### src/rtl/alu_share_ctrl.sv
// Round-robin sharing of one 4-bit ALU between two valid/ready requesters.
// Registered operands, programmable settle time, single tagged response channel.
module alu_share_ctrl #(
    parameter int unsigned EXEC_CYCLES = 1
) (
    input  logic       clk,
    input  logic       reset,
    input  logic [1:0] req_valid,
    output logic [1:0] req_ready,
    input  logic [3:0] req0_a,
    input  logic [3:0] req0_b,
    input  logic [1:0] req0_op,
    input  logic       req0_m,
    input  logic [3:0] req1_a,
    input  logic [3:0] req1_b,
    input  logic [1:0] req1_op,
    input  logic       req1_m,
    output logic [3:0] alu_a,
    output logic [3:0] alu_b,
    output logic [1:0] alu_op,
    output logic       alu_m,
    input  logic [3:0] alu_result,
    output logic       rsp_valid,
    input  logic       rsp_ready,
    output logic       rsp_id,
    output logic [3:0] rsp_data,
    output logic       busy
);

    localparam logic [3:0] SETTLE_INIT = 4'(EXEC_CYCLES - 1);

    typedef enum logic [1:0] {
        IDLE = 2'd0,
        EXEC = 2'd1,
        RESP = 2'd2
    } state_t;

    state_t     state;
    logic [3:0] cnt;
    logic       last_grant;
    logic       id_q;
    logic       busy_q;
    logic       rsp_valid_q;

    logic       grant_id;
    logic       grant_en;
    logic [3:0] sel_a;
    logic [3:0] sel_b;
    logic [1:0] sel_op;
    logic       sel_m;

    // On a tie the requester that did not win last time is served.
    always_comb begin
        grant_id = 1'b0;
        unique case (req_valid)
            2'b01:   grant_id = 1'b0;
            2'b10:   grant_id = 1'b1;
            2'b11:   grant_id = ~last_grant;
            default: grant_id = 1'b0;
        endcase
    end

    assign grant_en = (state == IDLE) && (|req_valid) && !reset;

    always_comb begin
        req_ready = 2'b00;
        if (grant_en) begin
            req_ready = grant_id ? 2'b10 : 2'b01;
        end
    end

    always_comb begin
        sel_a  = req0_a;
        sel_b  = req0_b;
        sel_op = req0_op;
        sel_m  = req0_m;
        if (grant_id) begin
            sel_a  = req1_a;
            sel_b  = req1_b;
            sel_op = req1_op;
            sel_m  = req1_m;
        end
    end

    always_ff @(posedge clk) begin
        if (reset) begin
            state       <= IDLE;
            cnt         <= 4'd0;
            last_grant  <= 1'b1;
            id_q        <= 1'b0;
            alu_a       <= 4'd0;
            alu_b       <= 4'd0;
            alu_op      <= 2'd0;
            alu_m       <= 1'b0;
            rsp_data    <= 4'd0;
            rsp_id      <= 1'b0;
            rsp_valid_q <= 1'b0;
            busy_q      <= 1'b0;
        end else begin
            unique case (state)
                IDLE: begin
                    if (grant_en) begin
                        alu_a      <= sel_a;
                        alu_b      <= sel_b;
                        alu_op     <= sel_op;
                        alu_m      <= sel_m;
                        id_q       <= grant_id;
                        last_grant <= grant_id;
                        cnt        <= SETTLE_INIT;
                        busy_q     <= 1'b1;
                        state      <= EXEC;
                    end
                end
                EXEC: begin
                    if (cnt != 4'd0) begin
                        cnt <= cnt - 4'd1;
                    end else begin
                        rsp_data    <= alu_result;
                        rsp_id      <= id_q;
                        rsp_valid_q <= 1'b1;
                        state       <= RESP;
                    end
                end
                RESP: begin
                    if (rsp_ready) begin
                        rsp_valid_q <= 1'b0;
                        busy_q      <= 1'b0;
                        state       <= IDLE;
                    end
                end
                default: begin
                    rsp_valid_q <= 1'b0;
                    busy_q      <= 1'b0;
                    state       <= IDLE;
                end
            endcase
        end
    end

    assign rsp_valid = rsp_valid_q;
    assign busy      = busy_q;

endmodule

### config.mk
export PLATFORM = sky130hd
export DESIGN_NAME = alu_share_ctrl
export DESIGN_NICKNAME = d
export VERILOG_FILES = /design/src/rtl/alu_share_ctrl.sv
export SDC_FILE = /design/constraint.sdc
export NUM_CORES = 1
export LEC_CHECK = 0
export BUFFER_PORTS_ARGS = -buffer_cell sky130_fd_sc_hd__buf_2
export CAP_MARGIN = 20
export CORE_ASPECT_RATIO = 0.5
export CORE_UTILIZATION = 45
export CTS_BUF_LIST = sky130_fd_sc_hd__clkbuf_2 sky130_fd_sc_hd__clkbuf_4 sky130_fd_sc_hd__clkbuf_8
export DETAILED_ROUTE_END_ITERATION = 10
export GPL_TIMING_DRIVEN = 0
export PLACE_DENSITY = 0.77
export SYNTH_ARGS = -nofsm -noshare
export SYNTH_HDL_FRONTEND = slang
export SYNTH_SLANG_ARGS = --single-unit
### constraint.sdc
create_clock -name clk -period 1.48 [get_ports clk]
set_input_delay 0.296 -clock clk [delete_from_list [all_inputs] [get_ports clk]]
set_output_delay 0.296 -clock clk [all_outputs]
set_load 0.005 [all_outputs]
; After elaboration in Yosys (flattened, before gate mapping)
; Index checks and enable logic that the tools add are counted.
[classes]
addsub = 1
div = 0
shift = 0
magnitude_cmp = 0
n_mux = 19
n_mul = 0
eq_ne = 8
reduce_logical = 13
n_bitwise = 4
[ops]
columns = op, count
row1 = 2-to-1 mux 4 bit, 4
row2 = 2-to-1 mux 2 bit, 6
row3 = AND reduction 3 bit, 4
row4 = "!= test 2 bit, second input constant", 4
row5 = one-hot mux 4 bit (2 select lines), 1
row6 = "equality test 2 bit, second input constant", 3
row7 = one-hot mux 1 bit (3 select lines), 2
row8 = one-hot mux 2 bit (3 select lines), 1
row9 = 2-to-1 mux 1 bit, 4
row10 = NOT 1 bit, 4
row11 = AND reduction 2 bit, 2
row12 = nonzero test 4 bit, 1
row13 = "subtractor 4 x 1 -> 4 bit, second input constant", 1
row14 = "equality test 2 x 1 -> 1 bit, second input constant", 1
row15 = logical AND 1 bit, 2
row16 = zero test 2 bit, 1
row17 = one-hot mux 1 bit (2 select lines), 1
row18 = nonzero test 2 bit, 1
row19 = OR reduction 2 bit, 1
row20 = zero test 1 bit, 1
[totals]
input_bits = 31
romBits = 0
n_memories = 0
wordCells = 57
out_inout_bits = 20
ram_bits = 0
latchBits = 0
register_bits = 26

; Logic depth before layout (Yosys ltp)
; Gate-level depths: netlist of the first run.
[depth]
word_depth = 5
depth_mapped = 6

; Least setup slack after synthesis of the first run
; OpenSTA, ideal clock, no wires.
[synth_timing]
path_kind = reg2reg
start = register cnt[0]
end = register state[0]
required_time_ps = 1385
period_less_slack_ps = 1275
stages_incl_launch_ff = 6
path_slack_ps = 205
arrival_time_ps = 1179
cell_sequence = dfxtp_1 inv_1 ha_1 nor3b_2 nand2b_1 a221oi_1
[synth_between]
elab_chain_cells = 3
[synth_rtl]
columns = element, line
row1 = from (decl), 39  ; logic [3:0] cnt;
row2 = from (signal assigned), 116  ; cnt <= cnt - 4'd1;
row3 = nonzero test 4 bit, 115  ; if (cnt != 4'd0) begin
row4 = != test 2 bit (no source line), -
row5 = AND reduction 3 bit (no source line), -
row6 = to (signal assigned), 111  ; state <= EXEC;
row7 = to (signal assigned), 121  ; state <= RESP;
row8 = to (signal assigned), 128  ; state <= IDLE;
row9 = to (decl), 38  ; state_t state;
; No other way between the ends.
; A chain may end at the register's enable or synchronous reset.

; Worst setup path after layout of the first run
[layout_timing]
start = register last_grant
end = output port req_ready[1]
[layout_between]
elab_chain_cells = 4
[layout_rtl]
columns = element, line
row1 = from (decl), 40  ; logic last_grant;
row2 = from (signal assigned), 108  ; last_grant <= grant_id;
row3 = NOT 1 bit, 58  ; 2'b11: grant_id = ~last_grant;
row4 = one-hot mux 1 bit (2 select lines), 55  ; unique case (req_valid)
row5 = 2-to-1 mux 2 bit, 68  ; req_ready = grant_id ? 2'b10 : 2'b01;
row6 = 2-to-1 mux 2 bit, 67  ; if (grant_en) begin
row7 = to (decl), 9  ; output logic [1:0] req_ready,
; No other way between the ends.

==> metrics.md, run 1 <==
| Metric | Value |
|---|---|
| Vias per cell | `5.47` |
| Remaining antenna violation count | `0` |
| RSZ-0062 raised after global routing | `yes` |
| WS Path Type | `register to primary output` |
| CP startpoint kind | `register` |
| Fin. Hold Viols | `0` |
| Total GRT Usage | `21.8%` |
| Final GP Congestion | `0.827` |
| CTS tree | `yes` |
| Max_cap viols | `0` |
| Worst Setup SP | `last_grant$_SDFFE_PP1P_` |
| Clock transition at the registers of the reported paths | `0.09 ns` |
| Gate Count Post-Synth | `144` |
| Post-synth top flop | `dfxtp_1` |
| Most frequent cell after synthesis | `dfxtp_1` |
| Number of global-route vias before repair | `1,090` |
| Final std cells w/o fill | `238` |
| Root Driver | `clkbuf_8` |
| CP Max Fanout | `12` |
| Clk_skew | `0.00675 ns` |
| Hold Crit Class | `input port to register` |
| Placed Cells | `231` |
| Nets | `234` |
| Pwr Density | `991 nW/µm²` |
| Ant. Diodes | `0` |
| Number of synthesized flops with an enable pin | `0` |
| Die ar. | `3100 µm²` |
| Reg2reg setup slack | `0.05 ns` |
| Synth Register Bits | `26` |
| Share of cells above drive strength 1 | `44.8%` |
| Avg WL per Cell | `13.8 µm` |
| Peak VDD IR | `0.446 mV` |
| Cell area after placement | `1590 µm²` |
| Core ar. | `2650 µm²` |
| Syn_nets | `176` |
| Top post-synthesis cells by area | `dfxtp_1, a311oi_2, a21oi_1` |
| Total number of vias | `1,303` |
| Max-slew headroom | `56.4%` |
| Synthesized area | `1290 µm²` |
| Async S/R FF share, synth | `0%` |
| Layout overhead on the synthesized area | `35.2%` |
| Post-route minimum period | `1.46 ns` |
| Fillers | `228` |
| Deepest clock path buffer count | `2` |
| IO buf count | `50` |
| Synthesized area per cell | `8.97 µm²` |
| Largest net degree at the start of global routing | `16` |
| DRC errors left | `0` |
| # IOs | `51` |
| Slew Limit Fails | `0` |
| Initial cell density of the core | `48.7%` |
| CTS sink count | `26` |
| Total wire length | `3.28 mm` |
| Fmax | `0.685 GHz` |
| Slew @ Worst Pin | `0.653 ns` |
| Number of H-tree levels | `1` |
| Worst setup EP type | `primary output` |
| Top cell type's share of synthesized area | `40.3%` |
| Synth warnings | `0` |
| Setup violators final | `0` |
| RR Startpoint | `cnt[0]$_SDFFE_PP0P_` |
| Sequential-to-total area share from yosys stat | `40.3%` |
| Final Cycle Share | `98.6%` |
| R2r worst-path depth | `5` |
| Post-synth top cells | `dfxtp_1, a21oi_1, nand3_1` |
| Synth cell types | `39` |
| First-pass GRT wire length | `5.00 mm` |
| CP arrival | `1.16 ns` |
| DIE HEIGHT | `39.9 µm` |
| Clock buffer count from CTS | `3` |
| Worst endpoint required time | `1.18 ns` |
| Final core utilization | `65.8%` |
| Leakage | `0.759 nW` |
| Die X | `77.8 µm` |
| Min-delay src | `alu_result[0]` |
| Initial antenna violation count | `0` |
| Detailed Routing Iterations Pass 1 | `4` |
| Post-route design area | `1750 µm²` |
| Largest area contributor in the netlist | `dfxtp_1` |
| Clk_lat worst skew | `0.27 ns` |
| Status | `complete, no violations` |
| Num rows | `13` |
| WHS Endpoint | `rsp_data[0]$_SDFFE_PP0P_` |
| Drt initial violations | `69` |
| Total grt overflow | `0` |
| Hold Path Depth | `3` |
| Worst hold slack | `0.271 ns` |
| Dpl hpwl | `2.15 mm` |
| Reg-to-reg endpoint | `state[0]$_SDFFE_PP0P_` |
-- logic make-up after synthesis --
family,count (synthesis),share of synthesized area [%]
AOI/OAI and AO/OA,47,29.8
adders and majority gates,1,0.969
buffers and inverters,16,6.59
DFF,26,40.3
and+or+nand+nor,54,22.3
-- worst max path at each step --
stage / slack [ns] / endpoint
6_report: 0.02 / req_ready[1]
5_1_grt: -0.02 / req_ready[1]
4_1_cts: 0.02 / req_ready[0]
3_5_place_dp: 0.02 / req_ready[0]
3_3_place_gp: 0.05 / req_ready[0]
2_1_floorplan: 0.21 / state[0]$_SDFFE_PP0P_
-- layout by cell type, fill, tap and decap left out, types with 2 or more instances in the layout --
cell type  Yosys  layout
buf_1          2       2
nor2_1         6       6
buf_6          2       4
inv_1          5       5
a311oi_1       2       2
dfxtp_1       26      23
dfxtp_2        0       2
buf_2          5      52
a311oi_2       9       9
a21oi_1       19      19
clkbuf_8       0       3
o21ai_0        5       5
nand2b_1       2       2
nand3_1       17      17
nor3_1         2       2
nand2_1       16      14
buf_4          1       5
nor4_1         2       2
-- what timing repair did --
item / 4_1_cts / 5_1_grt
gates resized for setup: 9 / 7
pin swaps: 1 / 0
hold buffers: 0 / 0
buffers inserted: 2 / 2
cloned: 0 / 0
endpoints found under the setup margin: 2 / 11
-- per-layer routing --
metal	track usage (%)	part of all wire, %	routed length, µm
met5	0	0	0
met3	5.58	5.1	169
met1	27.9	45	1480
met4	7.08	0.82	27
met2	36.5	49	1600
-- sequential cells by signal, summed over array words and instances (netlist names), 2 cells and up --
signal    count
rsp_data      4
alu_op        2
alu_a         4
alu_b         4
state         2
cnt           4
-- metrics by stage --
stage / setup WS, ns / power, W / TNS (ns)
2_1_floorplan: 0.205 / 0.00100 / 0
3_3_place_gp: 0.0543 / 0.00112 / 0
3_5_place_dp: 0.0249 / 0.00113 / 0
4_1_cts: 0.0195 / 0.00173 / 0
5_1_grt: -0.0234 / 0.00182 / -0.0605
6_report: 0.0211 / 0.00173 / 0
-- power breakdown --
group / internal, W / switching [W] / leakage, nW
Combinational: 0.000176 / 0.000185 / 0.509
Sequential: 0.000750 / 0.0000326 / 0.214
Clock: 0.000362 / 0.000225 / 0.0357
-- cell type report --
cell class | instances | area, µm² | area share [%]
Multi-Input combinational cell | 102 | 728 | 41.7
Sequential cell | 26 | 527 | 30.2
Timing Repair Buffer | 54 | 280 | 16.1
Buffer | 10 | 73.8 | 4.23
Tap cell | 37 | 46.3 | 2.65
Clock buffer | 3 | 41.3 | 2.37
Clock inverter | 1 | 30.0 | 1.72
Inverter | 5 | 18.8 | 1.08
-- critical path, stage by stage, from the launching register on --
cell     delay, ns
dfxtp_2       0.35
a21bo_2       0.28
nor2_1        0.14
buf_2         0.12
(Power assumes the default switching activity.)
==> run 2, diff against run 1 <==
--- a/config.mk
+++ b/config.mk
@@ -8,6 +8,7 @@
 export BUFFER_PORTS_ARGS = -buffer_cell sky130_fd_sc_hd__buf_2
 export CAP_MARGIN = 20
 export CORE_ASPECT_RATIO = 0.5
+export CORE_MARGIN = 3
 export CORE_UTILIZATION = 45
 export CTS_BUF_LIST = sky130_fd_sc_hd__clkbuf_2 sky130_fd_sc_hd__clkbuf_4 sky130_fd_sc_hd__clkbuf_8
 export DETAILED_ROUTE_END_ITERATION = 10
==> metrics.md, run 2 (synthesized netlist as in run 1, its figures left out) <==
| Metric | Value |
|---|---|
| WS Path Type | `register to primary output` |
| Hold Path Depth | `3 (unchanged)` |
| Pwr Density | `927 nW/µm² (-6.5%)` |
| Clock transition at the registers of the reported paths | `0.09 ns (about the same)` |
| Root Driver | `clkbuf_8` |
| First-pass GRT wire length | `5.17 mm (+3.3%)` |
| Cts hold-fix bufs | `0 (unchanged)` |
| Number of H-tree levels | `1 (unchanged)` |
| Slew @ Worst Pin | `0.674 ns (+0.0211 ns)` |
| Final std cells w/o fill | `237 (-0.42%)` |
| Worst hold slack | `0.262 ns (-0.00935 ns)` |
| Detailed Routing Iterations Pass 1 | `4 (unchanged)` |
| Most common cell after layout, fill and taps aside | `buf_2` |
| CP cell instances | `a21bo_2, nor2_1, buf_2` |
| Clk_skew | `0.00314 ns (-0.00361 ns)` |
| Num rows | `13 (unchanged)` |
| Most frequent cells in the layout | `buf_2, dfxtp_1, nand3_1, a21oi_1, nand2_1` |
| Peak VDD IR | `0.513 mV (+15%)` |
| Min-delay src | `alu_result[2]` |
| Total wire length | `3.26 mm (-0.88%)` |
| CP max stage cell | `dfxtp_2` |
| Layout overhead on the synthesized area | `33.6%` |
| Total GRT Usage | `18.4% (-3.3 points)` |
| Post-route minimum period | `1.44 ns (-0.0195 ns)` |
| CP startpoint kind | `register` |
| Slew Limit Fails | `0 (unchanged)` |
| Setup violators final | `0 (unchanged)` |
| Status | `complete, no violations` |
| CTS sink count | `26 (unchanged)` |
| Reg2reg setup slack | `0.11 ns (+0.06 ns)` |
| Ant. Diodes | `0 (unchanged)` |
| # IOs | `51 (unchanged)` |
| CP max stage delay | `0.35 ns (about the same)` |
| Post-route design area | `1730 µm² (-1.1%)` |
| Max_cap viols | `0 (unchanged)` |
| Remaining antenna violation count | `0 (unchanged)` |
| Worst endpoint required time | `1.18 ns (about the same)` |
| CTS tree | `yes` |
| CP Max Fanout | `12 (unchanged)` |
| RR Startpoint | `cnt[0]$_SDFFE_PP0P_` |
| Setup_tns | `0 ns (unchanged)` |
| Nets | `233 (-0.43%)` |
| Largest net degree at the start of global routing | `15 (-1)` |
| Core ar. | `2670 µm² (+0.61%)` |
| Share of cells above drive strength 1 | `45.5% (+0.72 points)` |
| Dpl hpwl | `2.33 mm (+8.4%)` |
| Hold Crit Class | `input port to register` |
| Initial antenna violation count | `0 (unchanged)` |
| Fin. Hold Viols | `0 (unchanged)` |
| Deepest clock path buffer count | `2 (unchanged)` |
| Reg-to-reg endpoint | `rsp_data[1]$_SDFFE_PP0P_` |
| Clock buffer count from CTS | `3 (unchanged)` |
| Initial cell density of the core | `48.4% (-0.30 points)` |
| Final GP Congestion | `0.796 (-3.8%)` |
| DIE HEIGHT | `43.9 µm (+10%)` |
| Fmax | `0.695 GHz (+1.4%)` |
| Avg WL per Cell | `13.7 µm (-0.46%)` |
| DRC errors left | `0 (unchanged)` |
| RSZ-0062 raised after global routing | `yes` |
| Die X | `81.8 µm (+5.1%)` |
| Cell area after placement | `1590 µm² (unchanged)` |
| CP arrival | `1.14 ns (-0.02 ns)` |
| Leakage | `0.746 nW (-1.6%)` |
| R2r worst-path depth | `6 (+1)` |
| Clk_lat worst skew | `0.27 ns (about the same)` |
| Placed Cells | `231 (unchanged)` |
| Worst setup EP type | `primary output` |
| Number of global-route vias before repair | `1,157 (+6.1%)` |
| Total power | `0.00160 W (-7.5%)` |
| Total number of vias | `1,276 (-2.1%)` |
| WHS Endpoint | `rsp_data[2]$_SDFFE_PP0P_` |
| Total grt overflow | `0 (unchanged)` |
| Max-slew headroom | `55.0% (-1.4 points)` |
| Final Cycle Share | `97.3% (-1.3 points)` |
| Drt initial violations | `39 (-43%)` |
| IO buf count | `50 (unchanged)` |
| Vias per cell | `5.38 (-1.7%)` |
| Die ar. | `3590 µm² (+16%)` |
## run 2: cell count changes in the layout (fill, tap and decap cells not counted)
| cell | previous run | this run |
|---|---|---|
| a21oi_1 | 19 | 17 |
| a21oi_2 | 0 | 2 |
| buf_6 | 4 | 3 |
| bufinv_16 | 1 | 0 |
| clkbuf_8 | 3 | 4 |
## run 2: worst max path at each step
stage / from / to / slack (ns) / depth (start not counted)
2_1_floorplan: cnt[0]$_SDFFE_PP0P_ / state[0]$_SDFFE_PP0P_ / 0.21 / 5
3_5_place_dp: state[0]$_SDFFE_PP0P_ / req_ready[0] / 0.04 / 4
6_report: last_grant$_SDFFE_PP1P_ / req_ready[1] / 0.04 / 3
5_1_grt: last_grant$_SDFFE_PP1P_ / req_ready[1] / -0.03 / 3
4_1_cts: last_grant$_SDFFE_PP1P_ / req_ready[0] / 0.02 / 4
3_3_place_gp: state[0]$_SDFFE_PP0P_ / req_ready[0] / 0.05 / 4
## run 2: power breakdown
group          leakage [nW]  switching (W)  total (W)  internal, W
combinational         0.503       0.000184   0.000356     0.000172
clock                0.0288       0.000223   0.000461     0.000238
sequential            0.214      0.0000324   0.000782     0.000750
total                 0.746       0.000440    0.00160      0.00116
## run 2: cell type report
cell class                 instances  area (µm²)
buffer                            10        70.1
clock buffer                       4        55.1
fill                             241         942
inverter                           5        18.8
multi-input combinational        102         736
sequential                        26         527
tap                               37        46.3
timing repair buffer              53         273
## run 2: metrics by stage
step                util (%)  worst slack, ns
finish                  64.7           0.0406
global route            64.7          -0.0283
floorplan                  -            0.205
global placement        59.5           0.0507
CTS                     62.4           0.0174
detailed placement      59.5           0.0417
## run 2: worst max-delay path, delay by kind of cell (launching register included)
kind | cells | cell delay, ns
DFF | 1 | 0.35
AOI/OAI and AO/OA | 1 | 0.28
and+or+nand+nor | 1 | 0.12
buffers and inverters | 1 | 0.12
## run 2: per-layer routing
layer  track usage (%)  wire [µm]  vias to the layer above
li1                  -          -                      646
met1              22.8       1520                      595
met2              32.3       1560                       33
met3              5.39        168                        2
met4              3.31          8                        0
met5                 0          0                        -
## run 2: what timing repair did
| action | CTS | global route |
|---|---|---|
| pin swaps | 1 | 0 |
| resized for setup | 8 | 9 |
| setup endpoints to repair | 2 | 11 |
| hold endpoints to repair | 0 | 0 |
| setup buffers | 1 | 2 |
